==> config.mk <==
export PLATFORM = sky130hd
export DESIGN_NAME = dualrail_tx
export DESIGN_NICKNAME = d
export VERILOG_FILES = /design/src/rtl/dualrail_tx.sv
export SDC_FILE = /design/constraint.sdc
export NUM_CORES = 1
export LEC_CHECK = 0
export CAP_MARGIN = 20
export CORE_AREA = 8 8 84 124
export DETAILED_ROUTE_END_ITERATION = 10
export DIE_AREA = 0 0 92 132
export PLACE_DENSITY = 0.81
export SYNTH_ARGS = -nofsm -noshare
export SYNTH_HDL_FRONTEND = slang
export SYNTH_SLANG_ARGS = --single-unit
==> constraint.sdc <==
create_clock -name clk -period 4.65 [get_ports clk]
set_input_delay 1.1625 -clock clk [delete_from_list [all_inputs] [get_ports clk]]
set_output_delay 1.1625 -clock clk [all_outputs]
set_load 0.01 [all_outputs]
==> src/rtl/dualrail_tx.sv <==
// Dual-rail four-phase RZ transmitter: a 2-deep word-pair buffer feeding flop-driven true/false rails.
// Optional ack-timeout watchdog is enabled by defining DR_TIMEOUT_EN.
module dualrail_tx #(
    parameter int BIT0    = 8,
    parameter int BIT1    = 16,
    parameter int TIMEOUT = 1024
) (
    input  logic            clk,
    input  logic            reset_n,
    input  logic            in_valid,
    input  logic [BIT0-1:0] in_data0,
    input  logic [BIT1-1:0] in_data1,
    output logic            in_ready,
    output logic [BIT0-1:0] dt_0,
    output logic [BIT0-1:0] df_0,
    output logic [BIT1-1:0] dt_1,
    output logic [BIT1-1:0] df_1,
    input  logic            ack_nxt,
    output logic            tx_busy,
    output logic            err
);

    localparam int W = BIT0 + BIT1;

    typedef enum logic [1:0] {
        IDLE   = 2'd0,
        DATA   = 2'd1,
        SPACER = 2'd2
    } state_t;

    state_t       state;
    logic         ack_meta;
    logic         ack_s;
    logic [W-1:0] fifo_mem [2];
    logic         rd_ptr;
    logic         wr_ptr;
    logic [1:0]   count;
    logic [1:0]   count_next;
    logic         push;
    logic         pop;
    logic         launch;
    logic         to_spacer;
    logic         relaunch;
    logic [W-1:0] head_word;
    logic [W-1:0] next_word;

    assign push       = in_valid & in_ready;
    assign pop        = (state == SPACER) & ~ack_s;
    assign launch     = (state == IDLE) & (count != 2'd0) & ~ack_s;
    assign to_spacer  = (state == DATA) & ack_s;
    // Chaining straight into the next codeword only uses entries already stored before this edge.
    assign relaunch   = pop & (count == 2'd2);
    assign count_next = count + {1'b0, push} - {1'b0, pop};
    assign head_word  = fifo_mem[rd_ptr];
    assign next_word  = fifo_mem[~rd_ptr];

    always_ff @(posedge clk or negedge reset_n) begin
        if (!reset_n) begin
            ack_meta <= 1'b0;
            ack_s    <= 1'b0;
        end else begin
            ack_meta <= ack_nxt;
            ack_s    <= ack_meta;
        end
    end

    always_ff @(posedge clk) begin
        if (push) begin
            fifo_mem[wr_ptr] <= {in_data1, in_data0};
        end
    end

    always_ff @(posedge clk or negedge reset_n) begin
        if (!reset_n) begin
            rd_ptr <= 1'b0;
            wr_ptr <= 1'b0;
            count  <= 2'd0;
        end else begin
            if (push) begin
                wr_ptr <= ~wr_ptr;
            end
            if (pop) begin
                rd_ptr <= ~rd_ptr;
            end
            count <= count_next;
        end
    end

    // Rails, in_ready and tx_busy are all flops so every rail bit moves on one edge.
    always_ff @(posedge clk or negedge reset_n) begin
        if (!reset_n) begin
            state    <= IDLE;
            dt_0     <= '0;
            df_0     <= '0;
            dt_1     <= '0;
            df_1     <= '0;
            in_ready <= 1'b0;
            tx_busy  <= 1'b0;
        end else begin
            in_ready <= (count_next != 2'd2);
            case (state)
                IDLE: begin
                    if (launch) begin
                        state        <= DATA;
                        {dt_1, dt_0} <= head_word;
                        {df_1, df_0} <= ~head_word;
                        tx_busy      <= 1'b1;
                    end else begin
                        tx_busy <= (count_next != 2'd0);
                    end
                end
                DATA: begin
                    tx_busy <= 1'b1;
                    if (to_spacer) begin
                        state <= SPACER;
                        dt_0  <= '0;
                        df_0  <= '0;
                        dt_1  <= '0;
                        df_1  <= '0;
                    end
                end
                SPACER: begin
                    if (relaunch) begin
                        state        <= DATA;
                        {dt_1, dt_0} <= next_word;
                        {df_1, df_0} <= ~next_word;
                        tx_busy      <= 1'b1;
                    end else if (pop) begin
                        state   <= IDLE;
                        tx_busy <= (count_next != 2'd0);
                    end else begin
                        tx_busy <= 1'b1;
                    end
                end
                default: begin
                    state   <= IDLE;
                    dt_0    <= '0;
                    df_0    <= '0;
                    dt_1    <= '0;
                    df_1    <= '0;
                    tx_busy <= (count_next != 2'd0);
                end
            endcase
        end
    end

`ifdef DR_TIMEOUT_EN
    localparam int CW = $clog2(TIMEOUT + 1);
    localparam logic [CW-1:0] T_MAX  = CW'(TIMEOUT);
    localparam logic [CW-1:0] T_LAST = CW'(TIMEOUT - 1);

    logic [CW-1:0] wait_cnt;
    logic          err_r;
    logic          entering;
    logic          waiting;

    assign entering = launch | to_spacer | relaunch;
    assign waiting  = ((state == DATA) & ~ack_s) | ((state == SPACER) & ack_s);
    assign err      = err_r;

    // Watchdog only flags a stuck handshake; the FSM keeps waiting and the rails are untouched.
    always_ff @(posedge clk or negedge reset_n) begin
        if (!reset_n) begin
            wait_cnt <= '0;
            err_r    <= 1'b0;
        end else if (entering) begin
            wait_cnt <= '0;
        end else if (waiting && (wait_cnt != T_MAX)) begin
            wait_cnt <= wait_cnt + 1'b1;
            if (wait_cnt == T_LAST) begin
                err_r <= 1'b1;
            end
        end
    end
`else
    assign err = 1'b0;
`endif

endmodule

==> flow_summary.json <==
{
  "status": "finished clean",
  "dp_slack_ps": 1730,
  "antenna_found_initial": 0,
  "worstSetupStartpointType": "input pin",
  "initial_utilization": 0.538,
  "grt_use_met2": 0.289,
  "avgSynthCellArea_sq_um": 13.8,
  "crit_chain": "clkdlybuf4s50_1 > and2_1 > xnor2_1 > ha_1 > xor2_1 > or3_4 > a21o_1",
  "nets": 433,
  "ctsResizeCount": 0,
  "drive_above_1_share": 0.196,
  "finalSetupViolCount": 0,
  "synthesis.nets": 366,
  "yosysMostFrequentCell": "dfrtp_1",
  "ios": 79,
  "slowest_stage": "clkdlybuf4s50_1",
  "hold_viol": 0,
  "first_iter_violations": 170,
  "grt_pass1_wl_um": 16600,
  "port-buffer-count": 77,
  "synth_seq_area_share": 0.624,
  "rsz0062_at_grt": "false",
  "wirelength_um": 10100,
  "slowest_delay_ps": 450,
  "timing.hold.ws_ps": 354,
  "use_met3": 0.0274,
  "worstHoldPathType": "flop to flop",
  "rr_startpoint": "state[0]",
  "worst_pin_slew_ps": 773,
  "worst_ep_required_time_ps": 4870,
  "netlist_top_cells_area": "dfrtp_1 31%, edfxtp_1 31%, mux2_2 12%",
  "htree_levels": 3,
  "skew_ps": 8.38,
  "post-route-drc-count": 0,
  "report.final.slew_viol_count": 0,
  "tns_ps": 0,
  "tritoncts": "done",
  "cts.sinks": 106,
  "critPathTopFamily": "simple AND/OR/NAND/NOR gates",
  "dp_cells": 501,
  "antennaDiodeCount": 0,
  "first_pass_iters": 4,
  "numCtsBuffers": 9,
  "synth-async-reset-ratio": 0.547,
  "wl_per_cell_um": 19.4,
  "antenna_left": 0,
  "rows": 42,
  "use_met1": 0.193,
  "ys_warn_count": 0,
  "grt_max_degree": 59,
  "area_growth_syn_to_layout_pct": 24.4,
  "powerDensity_nw_per_um2": 687,
  "fillers": 671,
  "die_h_um": 132,
  "synthFlopType": "dfrtp_1",
  "hold_start": "ack_meta",
  "critPathLaunch": "in_valid",
  "grt_overflow_total": 0,
  "p_leak_nw": 2.30,
  "setup.worst_path.class": "input pin to flop",
  "gp_congestion": 0.766,
  "synth_top_area_cell": "dfrtp_1",
  "fmax_mhz": 382,
  "grt_pass1_vias": 3248,
  "ir_drop_uv": 360,
  "via_per_inst": 5.81,
  "min_period_over_period": 0.563,
  "core-area_sq_um": 8620,
  "setup_ws_ps": 2030,
  "synth_seq_cells": 106,
  "top_usage_layer": "met2",
  "cts.clk_slew.worst_paths_ps": 60,
  "holdBufCountCts": 0,
  "slew_headroom": 0.484,
  "synth.cell_area_sq_um": 4640,
  "hpwlAfterDp_um": 6660,
  "crit_buf_inv": 1,
  "fp.dieW_um": 92,
  "timing.final.crit_period_ps": 2620,
  "vias": 3016,
  "post-synth-top-area-fraction": 0.313,
  "synth_edf_count": 48,
  "critPathMaxFanout": 3,
  "crit_arrival_ps": 2840,
  "cts_setup_buffers": 0,
  "cts_root_buf": "clkbuf_16",
  "yosysUniqueCellTypes": 32,
  "cts_buffer_depth": 2,
  "clk_latency_ps": 340,
  "drv_cap": 0,
  "crit_path_end_kind": "flop",
  "synth_common_cells": "58 x dfrtp_1, 50 x nor2_1, 49 x mux2_2",
  "final_cells": 519,
  "synth_cells": 337,
  "dieArea_sq_um": 12100,
  "track_usage": 0.171
}
-- registers in the layout, summed over array words and instances (netlist names), 2 cells and up --
| signal | count |
|---|---|
| fifo_mem | 48 |
| df_1 | 16 |
| dt_1 | 16 |
| df_0 | 8 |
| dt_0 | 8 |
| count | 2 |
| state | 2 |
-- final cells by class --
class	count	area, sq um	area share
timing repair buffer	86	857	0.149
tap	110	138	0.0239
clock inverter	3	15.0	0.00260
multi-input combinational	200	1610	0.279
sequential	106	2890	0.502
inverter	1	3.75	0.000651
clock buffer	13	250	0.0434
-- stage by stage --
step	total power [mW]	util	area, sq um
floorplan	2.68	-	4640
global placement	3.21	0.633	5460
detailed placement	3.29	0.635	5470
CTS	3.98	0.666	5740
global route	4.20	0.669	5770
finish	3.97	0.669	5770
-- where the power goes --
part | switching [mW] | internal (mW) | total [mW]
Sequential | 0.212 | 1.28 | 1.50
Combinational | 0.857 | 0.926 | 1.78
Clock | 0.311 | 0.376 | 0.687
Total | 1.38 | 2.59 | 3.97
-- kinds of logic (layout without fill, tap and decap cells) --
family                     after synthesis  in the layout  share of synthesized area
muxes                                   73             73                      0.171
buffers and inverters                   31            103                     0.0343
adders and majority gates                1              1                    0.00270
and+or+nand+nor                         63             63                     0.0588
DFF                                    106            106                      0.624
AOI/OAI and AO/OA                       56             56                     0.0960
xor gates and xnor gates                 6              6                     0.0130
other                                    1              1                   0.000809
-- layout by cell type, fill, tap and decap left out, types with 2 or more instances in the layout --
master,synthesis,final
a21o_1,2,2
and2_1,2,2
buf_4,4,6
clkbuf_1,16,3
clkbuf_16,0,9
clkdlybuf4s50_1,0,76
clkinv_2,0,3
dfrtp_1,58,57
edfxtp_1,48,48
mux2_2,49,49
mux2i_1,24,24
nand2_1,3,3
nand2b_1,3,3
nor2_1,50,49
o211ai_1,23,23
o21ai_0,3,3
o21ai_2,2,2
o41ai_1,23,23
xnor2_1,3,3
xor2_1,2,2
-- metal layers --
layer  vias up  part of all wire
li1       1396                 -
met1      1513              0.39
met2        81              0.53
met3        26             0.041
met4         0             0.038
met5         -                 0
-- path summary, 6_finish.rpt --
check | to | slack (ps) | depth (start not counted)
min reg2reg | ack_s | 350 | 0
max | in_ready | 2030 | 7
max in group asynchronous | state[0] | 3110 | 2
min in group asynchronous | df_1[6] | 970 | 2
max reg2reg | df_1[8] | 2040 | 5
min | ack_s | 350 | 0
Note: power is estimated with default switching activity, not from simulation.
